--- src/rtl/uart_byte_receiver_if.sv ---
// CPU-side byte handshake of the UART receiver: one held byte, ready/ack, error flags.
// The receiver drives through master; the CPU peripheral logic connects through slave.
interface uart_byte_receiver_if;
    logic       rx_ack;
    logic [7:0] rx_data;
    logic       rx_ready;
    logic       frame_err;
    logic       overrun;
    logic       rx_busy;

    modport master (
        input  rx_ack,
        output rx_data, rx_ready, frame_err, overrun, rx_busy
    );

    modport slave (
        output rx_ack,
        input  rx_data, rx_ready, frame_err, overrun, rx_busy
    );
endinterface

--- src/rtl/uart_byte_receiver.sv ---
// 8N1 UART receiver: 2-flop synchroniser, 16x oversampling with 3-sample majority vote,
// one-byte holding register with ready/ack handshake, frame-error pulse and sticky overrun.
module uart_byte_receiver #(
    parameter int CLK_FREQ   = 100_000_000,
    parameter int BAUD       = 9600,
    parameter int OVERSAMPLE = 16
) (
    input  logic                        SystemClk,
    input  logic                        reset,
    input  logic                        RX,
    uart_byte_receiver_if.master        cpu
);

    localparam int DIV_RAW = (CLK_FREQ + BAUD * (OVERSAMPLE / 2)) / (BAUD * OVERSAMPLE);
    localparam int DIV     = (DIV_RAW < 1) ? 1 : DIV_RAW;
    localparam int CNT_W   = (DIV > 1) ? $clog2(DIV) : 1;

    typedef enum logic [2:0] {
        S_IDLE,
        S_START,
        S_DATA,
        S_STOP,
        S_BREAK
    } state_t;

    state_t     state;
    state_t     next_state;

    logic       sync_a;
    logic       sync_b;
    logic       sync_prev;
    logic [CNT_W-1:0] tick_cnt;
    logic [3:0] sub;
    logic [2:0] bit_idx;
    logic       sample_a;
    logic       sample_b;
    logic [7:0] shift_reg;
    logic       deliver_pend;

    logic [7:0] data_q;
    logic       ready_q;
    logic       frame_err_q;
    logic       overrun_q;

    logic       tick;
    logic       vote;
    logic       at_mid;
    logic       at_end;
    logic       load_bit;
    logic       deliver;
    logic       frame_bad;

    assign tick   = (state != S_IDLE) && (tick_cnt == CNT_W'(DIV - 1));
    assign at_mid = tick && (sub == 4'd9);
    assign at_end = tick && (sub == 4'd15);
    // Third sample is the live synchronised line on the s=9 tick itself.
    assign vote   = (sample_a & sample_b) | (sample_a & sync_b) | (sample_b & sync_b);

    always_ff @(posedge SystemClk or negedge reset) begin
        if (!reset) begin
            state <= S_IDLE;
        end else begin
            state <= next_state;
        end
    end

    // NOTE: every output of this block gets a default first so no path can infer a latch.
    always_comb begin
        next_state = state;
        load_bit   = 1'b0;
        deliver    = 1'b0;
        frame_bad  = 1'b0;
        case (state)
            S_IDLE: begin
                if (sync_prev && !sync_b) next_state = S_START;
            end
            S_START: begin
                if (at_mid && vote)  next_state = S_IDLE;
                else if (at_end)     next_state = S_DATA;
            end
            S_DATA: begin
                load_bit = at_mid;
                if (at_end && (bit_idx == 3'd7)) next_state = S_STOP;
            end
            S_STOP: begin
                if (at_mid) begin
                    if (vote) begin
                        deliver    = 1'b1;
                        next_state = S_IDLE;
                    end else begin
                        frame_bad  = 1'b1;
                        next_state = S_BREAK;
                    end
                end
            end
            S_BREAK: begin
                if (sync_b) next_state = S_IDLE;
            end
            default: next_state = S_IDLE;
        endcase
    end

    // NOTE: sequential state uses non-blocking assignments so all flops update from pre-edge values.
    always_ff @(posedge SystemClk or negedge reset) begin
        if (!reset) begin
            sync_a       <= 1'b1;
            sync_b       <= 1'b1;
            sync_prev    <= 1'b1;
            tick_cnt     <= '0;
            sub          <= '0;
            bit_idx      <= '0;
            sample_a     <= 1'b0;
            sample_b     <= 1'b0;
            shift_reg    <= '0;
            deliver_pend <= 1'b0;
            frame_err_q  <= 1'b0;
        end else begin
            sync_a       <= RX;
            sync_b       <= sync_a;
            sync_prev    <= sync_b;
            deliver_pend <= deliver;
            frame_err_q  <= frame_bad;

            // Held at zero while idle so a start edge always begins a fresh bit period.
            if (state == S_IDLE || tick) tick_cnt <= '0;
            else                         tick_cnt <= tick_cnt + 1'b1;

            if (state == S_IDLE) sub <= '0;
            else if (tick)       sub <= sub + 1'b1;

            if (state != S_DATA) bit_idx <= '0;
            else if (at_end)     bit_idx <= bit_idx + 1'b1;

            if (tick && (sub == 4'd7)) sample_a <= sync_b;
            if (tick && (sub == 4'd8)) sample_b <= sync_b;

            if (load_bit) shift_reg[bit_idx] <= vote;
        end
    end

    always_ff @(posedge SystemClk or negedge reset) begin
        if (!reset) begin
            data_q    <= '0;
            ready_q   <= 1'b0;
            overrun_q <= 1'b0;
        end else if (deliver_pend) begin
            // An ack in the deliver cycle frees the holding register for the new byte.
            if (!ready_q || cpu.rx_ack) begin
                data_q    <= shift_reg;
                ready_q   <= 1'b1;
                overrun_q <= 1'b0;
            end else begin
                overrun_q <= 1'b1;
            end
        end else if (cpu.rx_ack && ready_q) begin
            ready_q   <= 1'b0;
            overrun_q <= 1'b0;
        end
    end

    assign cpu.rx_data   = data_q;
    assign cpu.rx_ready  = ready_q;
    assign cpu.frame_err = frame_err_q;
    assign cpu.overrun   = overrun_q;
    assign cpu.rx_busy   = (state != S_IDLE);

endmodule
--- src/flat_wrapper.sv ---
// flat-port wrapper written by rule: the top's interface ports become plain ports
module uart_byte_receiver_flat 
#(
    parameter int CLK_FREQ   = 100_000_000,
    parameter int BAUD       = 9600,
    parameter int OVERSAMPLE = 16
)
  (SystemClk, reset, RX, cpu_rx_ack, cpu_rx_data, cpu_rx_ready, cpu_frame_err, cpu_overrun, cpu_rx_busy);
  uart_byte_receiver_if cpu_i ();
  input  logic SystemClk;
  input  logic reset;
  input  logic RX;
  input wire logic [$bits(cpu_i.rx_ack)-1:0] cpu_rx_ack;
  output wire logic [$bits(cpu_i.rx_data)-1:0] cpu_rx_data;
  output wire logic [$bits(cpu_i.rx_ready)-1:0] cpu_rx_ready;
  output wire logic [$bits(cpu_i.frame_err)-1:0] cpu_frame_err;
  output wire logic [$bits(cpu_i.overrun)-1:0] cpu_overrun;
  output wire logic [$bits(cpu_i.rx_busy)-1:0] cpu_rx_busy;
  assign cpu_i.rx_ack = cpu_rx_ack;
  assign cpu_rx_data = cpu_i.rx_data;
  assign cpu_rx_ready = cpu_i.rx_ready;
  assign cpu_frame_err = cpu_i.frame_err;
  assign cpu_overrun = cpu_i.overrun;
  assign cpu_rx_busy = cpu_i.rx_busy;
  uart_byte_receiver #(.CLK_FREQ(CLK_FREQ), .BAUD(BAUD), .OVERSAMPLE(OVERSAMPLE)) u_core (.SystemClk(SystemClk), .reset(reset), .RX(RX), .cpu(cpu_i));
endmodule
--- config.mk ---
export PLATFORM = sky130hd
export DESIGN_NAME = uart_byte_receiver_flat
export DESIGN_NICKNAME = d
export VERILOG_FILES = /design/src/rtl/uart_byte_receiver_if.sv /design/src/rtl/uart_byte_receiver.sv /design/src/flat_wrapper.sv
export SDC_FILE = /design/constraint.sdc
export NUM_CORES = 1
export LEC_CHECK = 0
export BUFFER_PORTS_ARGS = -buffer_cell sky130_fd_sc_hd__buf_2
export CORE_MARGIN = 2
export CORE_UTILIZATION = 25
export CTS_BUF_LIST = sky130_fd_sc_hd__clkbuf_2
export CTS_CLUSTER_SIZE = 14
export DETAILED_ROUTE_END_ITERATION = 10
export GPL_ROUTABILITY_DRIVEN = 0
export PLACE_DENSITY_LB_ADDON = 0.12
export SLEW_MARGIN = 40
export SYNTH_ARGS = -nofsm -noshare
export SYNTH_HDL_FRONTEND = slang
export SYNTH_SLANG_ARGS = --single-unit
--- constraint.sdc ---
create_clock -name SystemClk -period 5 [get_ports SystemClk]
set_input_delay 0.5 -clock SystemClk [delete_from_list [all_inputs] [get_ports SystemClk]]
set_output_delay 0.5 -clock SystemClk [all_outputs]
set_load 0.1 [all_outputs]
==> flow_metrics.tcl, run 1 <==
set metrics [dict create \
    status "finished clean" \
    clkSinkCount 45 \
    synth_ff_type "dfrtp_1" \
    crit_required_ns 5.34 \
    net-switching-power_w 0.0002319 \
    largest_register_ffs 10 \
    worstSetupPathType "register to register" \
    vias 1384 \
    min_path_type "input port to register" \
    worst_setup_path_end_kind "register" \
    hold_violations 0 \
    pin_count 16 \
    crit_fanout 14 \
    netlist_area_um2 2120 \
    drt-pass1-iter-count 4 \
    postSynthCellCount 186 \
    io_buffers 15 \
    start_util 0.2580 \
    rows 33 \
    yosysTopAreaCellShare 0.4959 \
    syn_avg_cell_area_um2 11.40 \
    worstPathCellList "or4b_1 > or4_4 > or4_4 > nor4b_2 > mux2_1" \
    fmax_mhz 340.2 \
    first_global_vias 1464 \
    netlist.top_cell.by_area "dfrtp_1" \
    wirelength_um 4074 \
    synth_nets 197 \
    tightest_slew_ns 0.7443 \
    wl_per_cell_um 13.27 \
    clk_pin_slew_ns 0.24 \
    h-tree-depth 2 \
    clk_latency_ns 0.44 \
    synth-seq-cells 45 \
    tns_ns 0 \
    arrival_ns 3.28 \
    power.leakage_nw 1.055 \
    layout.nets 212 \
    p_int_w 0.0004515 \
    via_per_inst 4.508 \
    slowest_delay_ns 0.62 \
    synth_area_leaders "dfrtp_1 50%, mux2_2 9.0%, ha_1 4.1%, dfstp_2 3.7%, xnor2_1 3.7%" \
    maxSlewHeadroom 0.4992 \
    p_per_area_nw_per_um2 289.7 \
    synthToLayoutAreaGrowth_pct 11.27 \
    ys_types 37 \
    overflow 0 \
    antenna_left 0 \
    grt_pass1_wl_um 7203 \
    setup_viol 0 \
    drc 0 \
    drive_gt1_frac 0.2525 \
    synth.most_common_cell "dfrtp_1" \
    cts_root_buf "clkbuf_2" \
    startpoint_type "register" \
    layout_worst_path_cycle_share 0.5879 \
    fin_crit_ns 2.940 \
    grt_max_degree 46 \
    clockPowerShare 0.237 \
    num_antenna_cells 0 \
    cts_tree "yes" \
    grt_use_total 0.1024 \
    synth_edf_count 0 \
    post_cts_resized 0 \
    grt_antenna_before_repair 0 \
    cp_common_cell "or4_4" \
    p_comb_frac 0.174 \
    rsz0062_at_grt "false" \
    seq_power_share 0.590 \
    finalPower_w 0.0006834 \
    synth_common_cells "42 x dfrtp_1, 19 x nor2_1, 17 x mux2_2" \
    drv_slew 0 \
    die_w_um 96.08 \
    clk_path_buf_depth 2 \
    switching_share 0.3393 \
    drt_iter0_drc 59 \
    async_flop_share 1.000 \
    ys_warn_count 0 \
    skew_ns 0.03450 \
    numCtsBuffers 5 \
    maxCapViolCount 0 \
    core_um2 8217 \
    hpwl_um 2744 \
    n_fill_cell 860 \
    peakVddDrop_mv 0.1486 \
    die_area_um2 9230 \
    dieHeight_um 96.08 \
    crit_slowest_cell "or4_4" \
    ys_seq_area_frac 0.5331 \
]
stage by stage:
step | worst slack (ns) | hold WS (ns) | util | cells | instance area, um^2
after floorplan | 2.284 | 0.2044 | - | 186 | 2120
after global placement | 2.112 | 0.3469 | 0.2794 | 298 | 2296
after detailed placement | 2.064 | 0.3469 | 0.2803 | 298 | 2303
after CTS | 2.073 | 0.02470 | 0.2858 | 306 | 2349
after global routing | 1.928 | 0.09625 | 0.2870 | 307 | 2359
final | 2.060 | 0.1580 | 0.2870 | 307 | 2359
cell families (layout without fill, tap and decap cells):
kind of cell	count (synthesis)	after routing	share of synthesized area
DFF	45	45	0.5331
buffers and inverters	14	30	0.02479
AOI/OAI and AO/OA	15	15	0.03896
adders and majority gates	8	8	0.04604
muxes	21	21	0.1104
and+or+nand+nor	71	71	0.1972
xor gates and xnor gates	12	12	0.04959
critical path: cells and delay by family (launching register included):
kind             cells  cell delay [ns]
DFF                  1             0.46
muxes                1             0.34
and+or+nand+nor      4             2.05
timing repair:
item / CTS / global route
hold buffers: 0 / 1
buffers inserted: 0 / 0
hold endpoints to repair: 0 / 12
worst paths after layout:
check / from / end / slack (ns) / cells past startpoint
hold / removal: RX / u_core.sync_a$_DFF_PN1_ / 0.16 / 1
setup reg to reg: u_core.tick_cnt[4]$_DFF_PN0_ / u_core.shift_reg[4]$_DFFE_PN0P_ / 2.06 / 5
max in group asynchronous: reset / u_core.cpu.frame_err$_DFF_PN0_ / 3.99 / 2
setup / recovery: u_core.tick_cnt[4]$_DFF_PN0_ / u_core.shift_reg[4]$_DFFE_PN0P_ / 2.06 / 5
hold reg to reg: u_core.sync_a$_DFF_PN1_ / u_core.sync_b$_DFF_PN1_ / 0.37 / 0
min in group asynchronous: reset / u_core.shift_reg[3]$_DFFE_PN0P_ / 0.57 / 2
metal layers:
layer	GRT usage	share of wire	routed length [um]	vias to the layer above
met1	0.1375	0.52	2122	672
li1	-	-	-	679
met3	0.02819	0.035	142	7
met4	0.04286	0.015	61	0
met2	0.1545	0.43	1748	26
met5	0	0	0	-
power groups by stage:
stage / Combinational (W) / Clock, W / Sequential (W)
finish: 0.000119 / 0.000162 / 0.000403
global route: 0.000134 / 0.000192 / 0.000406
CTS: 0.000121 / 0.000174 / 0.000403
detailed placement: 0.000121 / 0 / 0.000409
global placement: 0.000123 / 0 / 0.000410
floorplan: 0.000101 / 0 / 0.000397
layout make-up:
| class | instances | area, um^2 | share of cell area |
|---|---|---|---|
| multi-input cells | 127 | 942.2 | 0.3995 |
| repair buffers | 16 | 87.58 | 0.03714 |
| well taps | 105 | 131.4 | 0.05570 |
| flip-flops and latches | 45 | 1130 | 0.4790 |
| clock buffers | 6 | 30.03 | 0.01273 |
| inverters | 6 | 22.52 | 0.009549 |
| clock inverters | 2 | 15.01 | 0.006366 |
layout by cell type (no fill, tap or decap), types with 3 or more instances in the layout:
cell / count
dfrtp_1: 42
mux2_2: 17
and3_1: 3
nand2b_1: 5
nor2_1: 19
ha_1: 7
xnor2_1: 9
nand3_1: 4
xor2_1: 3
inv_1: 6
o21ai_0: 5
nor4_1: 5
buf_2: 14
nor3_1: 3
dfstp_2: 3
nand2_1: 13
clkbuf_2: 6
a21oi_1: 8
Note: power is estimated with default switching activity, not from simulation.
==> inputs of run 2 (changes only) <==
Clock period 5 ns to 3 ns, I/O delays scaled along.
==> flow_metrics.tcl, run 2 (synthesized netlist as in run 1, its figures left out) <==
set metrics [dict create \
    r2r-end "u_core.shift_reg[4]$_DFFE_PN0P_" \
    post_cts_resized 0 \
    skew_ns 0.03494 \
    layout_commonest_cell "dfrtp_1" \
    wl_per_cell_um 12.90 \
    drv_slew 0 \
    power.leakage_nw 1.096 \
    maxCapViolCount 0 \
    overflow 0 \
    holdCritStartpoint "u_core.sync_a$_DFF_PN1_" \
    min_to "u_core.sync_b$_DFF_PN1_" \
    final_cell_mix "42 x dfrtp_1, 19 x nor2_1, 17 x mux2_2, 14 x buf_2, 13 x nand2_1" \
    vias 1403 \
    core_um2 8217 \
    layout.nets 219 \
    rows 33 \
    antenna_left 0 \
    cts_tree "yes" \
    tns_ns 0 \
    wirelength_um 4050 \
    maxSlewHeadroom 0.6062 \
    worst_setup_path_end_kind "register" \
    status "finished clean" \
    crit_fanout 4 \
    first_global_vias 1384 \
    grt_pass1_wl_um 7038 \
    cts_setup_buffers 0 \
    clockPowerShare 0.224 \
    clkSinkCount 45 \
    dieHeight_um 96.08 \
    n_fill_cell 854 \
    fmax_mhz 360.1 \
    crit_required_ns 3.32 \
    hpwl_um 2736 \
    clk_pin_slew_ns 0.22 \
    drive_gt1_frac 0.2584 \
    startpoint_type "register" \
    setup_viol 0 \
    cts_root_buf "clkbuf_2" \
    p_per_area_nw_per_um2 473.2 \
    grt_use_total 0.1012 \
    reg2regPathDepth 5 \
    largest_register_ffs 10 \
    synthToLayoutAreaGrowth_pct 13.64 \
    reg2reg_setup_slack_ns 0.22 \
    arrival_ns 3.10 \
    die_w_um 96.08 \
    tightest_slew_ns 0.5906 \
    start_util 0.2580 \
    grt_antenna_before_repair 0 \
    drt-pass1-iter-count 4 \
    peakVddDrop_mv 0.3963 \
    net-switching-power_w 0.0003817 \
    layout_worst_path_cycle_share 0.9257 \
    via_per_inst 4.468 \
    clk_path_buf_depth 2 \
    p_int_w 0.0007579 \
    p_comb_frac 0.187 \
    hold_violations 0 \
    switching_share 0.3350 \
    drc 0 \
    pin_count 16 \
    io_buffers 15 \
    num_antenna_cells 0 \
    h-tree-depth 2 \
    drt_iter0_drc 36 \
    worstSetupPathType "register to register" \
    clk_latency_ns 0.42 \
    seq_power_share 0.589 \
    fin_cells 314 \
    fin_crit_ns 2.777 \
    hold_depth 0 \
    grt_max_degree 46 \
    die_area_um2 9230 \
    min_path_type "register to register" \
    postCtsHoldBufs 2 \
    rsz0062_at_grt "false" \
    dp.cells 303 \
    regToRegStartpoint "u_core.tick_cnt[4]$_DFF_PN0_" \
    numCtsBuffers 5 \
]
-- run 2: cell count changes in the layout (fill, tap and decap cells not counted), sizes merged --
cell	before	now
clkbuf	6	5
clkinvlp	2	0
buf	15	20
dlygate4sd3	1	3
clkinv	0	3
-- run 2: how the worst max path moves through the flow --
stage                                 start                              end  depth (start not counted)
3_3_place_gp   u_core.tick_cnt[4]$_DFF_PN0_  u_core.shift_reg[4]$_DFFE_PN0P_                          5
2_1_floorplan  u_core.tick_cnt[4]$_DFF_PN0_  u_core.shift_reg[4]$_DFFE_PN0P_                          5
6_report       u_core.tick_cnt[4]$_DFF_PN0_  u_core.shift_reg[4]$_DFFE_PN0P_                          5
3_5_place_dp   u_core.tick_cnt[4]$_DFF_PN0_  u_core.shift_reg[4]$_DFFE_PN0P_                          5
5_1_grt        u_core.tick_cnt[4]$_DFF_PN0_  u_core.shift_reg[4]$_DFFE_PN0P_                          5
4_1_cts        u_core.tick_cnt[4]$_DFF_PN0_  u_core.shift_reg[4]$_DFFE_PN0P_                          5
-- run 2: power groups by stage --
stage          sequential, W  combinational, W  clock [W]
6_report            0.000671          0.000213   0.000256
5_1_grt             0.000678          0.000235   0.000310
4_1_cts             0.000672          0.000216   0.000273
3_5_place_dp        0.000682          0.000214          0
3_3_place_gp        0.000682          0.000214          0
2_1_floorplan       0.000661          0.000168          0
-- run 2: cell type report --
| class | instances | area [um^2] | share of cell area |
|---|---|---|---|
| repair buffers | 23 | 145.1 | 0.06026 |
| inverters | 6 | 22.52 | 0.009351 |
| multi-input cells | 127 | 937.1 | 0.3891 |
| clock buffers | 5 | 25.02 | 0.01039 |
| clock inverters | 3 | 17.52 | 0.007273 |
| well taps | 105 | 131.4 | 0.05455 |
| flip-flops and latches | 45 | 1130 | 0.4691 |
-- run 2: per-layer routing --
metal	wire length (um)	part of all wire	global-route usage
met2	1838	0.45	0.1505
met3	121	0.030	0.02584
met5	0	0	0
met4	48	0.012	0.03929
met1	2041	0.50	0.1405
-- run 2: worst max-delay path, stage by stage, from the launching register on --
cell	delay, ns
dfrtp_1	0.46
or4b_1	0.55
or4_4	0.50
or4_4	0.59
nor4b_2	0.28
mux2_1	0.34
-- run 2: through the flow --
stage	setup slack [ns]	total power (W)	util	cell area, um^2	hold WS, ns
floorplan	0.2844	0.0008295	-	2120	0.004409
global placement	0.2375	0.0008959	0.2840	2333	0.3459
detailed placement	0.2212	0.0008952	0.2843	2336	0.3472
CTS	0.2047	0.001161	0.2919	2399	0.01724
global route	0.1560	0.001223	0.2931	2409	0.3773
finish	0.2230	0.001140	0.2931	2409	0.3724
==> inputs of run 3 (changes only) <==
Settings changed: CORE_MARGIN 2 to 3, CORE_UTILIZATION 25 to 40.
==> flow_metrics.tcl, run 3 (synthesized netlist as in run 1, its figures left out) <==
set metrics [dict create \
    status "finished clean" \
    design_area_um2 2354 \
    crit_fanout 4 \
    arrival_ns 3.10 \
    grt_max_degree 46 \
    start_util 0.4316 \
    wl_met3_um 165 \
    hold_violations 0 \
    drt_iter0_drc 62 \
    clkSinkCount 45 \
    drt-pass1-iter-count 4 \
    wirelength_um 3956 \
    cts_setup_buffers 0 \
    grt_pass1_wl_um 6982 \
    maxCapViolCount 0 \
    h-tree-depth 2 \
    p_per_area_nw_per_um2 478.0 \
    dieHeight_um 78.80 \
    hpwl_um 2760 \
    place_area_um2 2286 \
    dr_wl_met2_um 1973 \
    drc 0 \
    setup_viol 0 \
    tightest_slew_ns 0.5845 \
    core_um2 4911 \
    peakVddDrop_mv 0.4415 \
    layout_commonest_cell "dfrtp_1" \
    clk_path_buf_depth 2 \
    layout.nets 218 \
    worst_setup_path_end_kind "register" \
    dp.cells 264 \
    largest_register_ffs 10 \
    vias 1475 \
    num_antenna_cells 0 \
    via_per_inst 5.364 \
    die_w_um 78.80 \
    power.leakage_nw 1.086 \
    rsz0062_at_grt "false" \
    pin_count 16 \
    drv_slew 0 \
    startpoint_type "register" \
    finalCoreUtilization 0.4792 \
    synthToLayoutAreaGrowth_pct 11.04 \
    drive_gt1_frac 0.2548 \
    fin_cells 275 \
    worstSetupPathType "register to register" \
    fin_crit_ns 2.761 \
    final_cell_mix "42 x dfrtp_1, 19 x nor2_1, 17 x mux2_2, 14 x buf_2, 13 x nand2_1" \
    cts_root_buf "clkbuf_2" \
    overflow 0 \
    antenna_left 0 \
    die_area_um2 6209 \
    clk_latency_ns 0.42 \
    maxSlewHeadroom 0.6080 \
    skew_ns 0.01737 \
    maxUsedRoutingLayer "met4" \
    grt_use_total 0.1434 \
    hold_depth 0 \
    numCtsBuffers 5 \
    post_cts_resized 0 \
    cts_tree "yes" \
    min_path_type "register to register" \
    crit_required_ns 3.34 \
    clk_pin_slew_ns 0.22 \
    met1Wirelength_um 1756 \
    grt_antenna_before_repair 0 \
    tns_ns 0 \
    wl_per_cell_um 14.39 \
    io_buffers 15 \
    reg2regPathDepth 5 \
    first_global_vias 1491 \
    fmax_mhz 362.2 \
    rows 25 \
    layout_worst_path_cycle_share 0.9204 \
]
## run 3: cell types whose count changed in the layout (fill, tap and decap cells not counted)
cell / change
clkinv_4: -1
buf_4: -1
clkinv_1: +1
o31ai_1: -1
o31ai_2: +1
## run 3: what timing repair did
item | in CTS | in global routing
hold endpoints to repair | 43 | 1
setup endpoints to repair | 0 | 0
hold buffers | 2 | 1
## run 3: final timing paths
check                                        startpoint                                 to  slack, ns
setup / recovery           u_core.tick_cnt[4]$_DFF_PN0_    u_core.shift_reg[4]$_DFFE_PN0P_       0.24
hold / removal                  u_core.sync_a$_DFF_PN1_            u_core.sync_b$_DFF_PN1_       0.37
setup reg to reg           u_core.tick_cnt[4]$_DFF_PN0_    u_core.shift_reg[4]$_DFFE_PN0P_       0.24
hold reg to reg                 u_core.sync_a$_DFF_PN1_            u_core.sync_b$_DFF_PN1_       0.37
max in group asynchronous                         reset            u_core.sync_a$_DFF_PN1_       2.22
min in group asynchronous                         reset  u_core.cpu.rx_data[1]$_DFFE_PN0P_       0.38
## run 3: stage by stage
stage	setup WS [ns]	hold slack (ns)	power, W
floorplan	0.2844	0.004409	0.0008295
global placement	0.2508	0.3462	0.0008852
detailed placement	0.2334	0.3413	0.0008918
CTS	0.2083	0.02014	0.001139
global route	0.1432	0.3763	0.001202
finish	0.2388	0.3714	0.001125
## run 3: layer usage
layer,GRT usage,vias up
met4,0.04196,0
met2,0.2436,42
li1,-,689
met1,0.1773,735
met3,0.04082,9
met5,0,-
## run 3: layout make-up
cell class	count	area [um^2]
clock buffers	5	25.02
clock inverters	3	12.51
fillers	454	2557
inverters	6	22.52
multi-input cells	127	942.2
flip-flops and latches	45	1130
well taps	67	83.83
repair buffers	22	137.6
## run 3: critical path: stages, from the launching register on
cell,delay (ns)
dfrtp_1,0.45
or4b_1,0.55
or4_4,0.50
or4_4,0.59
nor4b_2,0.27
mux2_1,0.34
## run 3: power breakdown
| group | switching, W | total (W) | internal, W |
|---|---|---|---|
| clock network | 0.000189 | 0.000240 | 0.0000510 |
| logic | 0.000143 | 0.000212 | 0.0000692 |
| registers | 0.0000386 | 0.000672 | 0.000634 |
| total | 0.000371 | 0.00112 | 0.000754 |
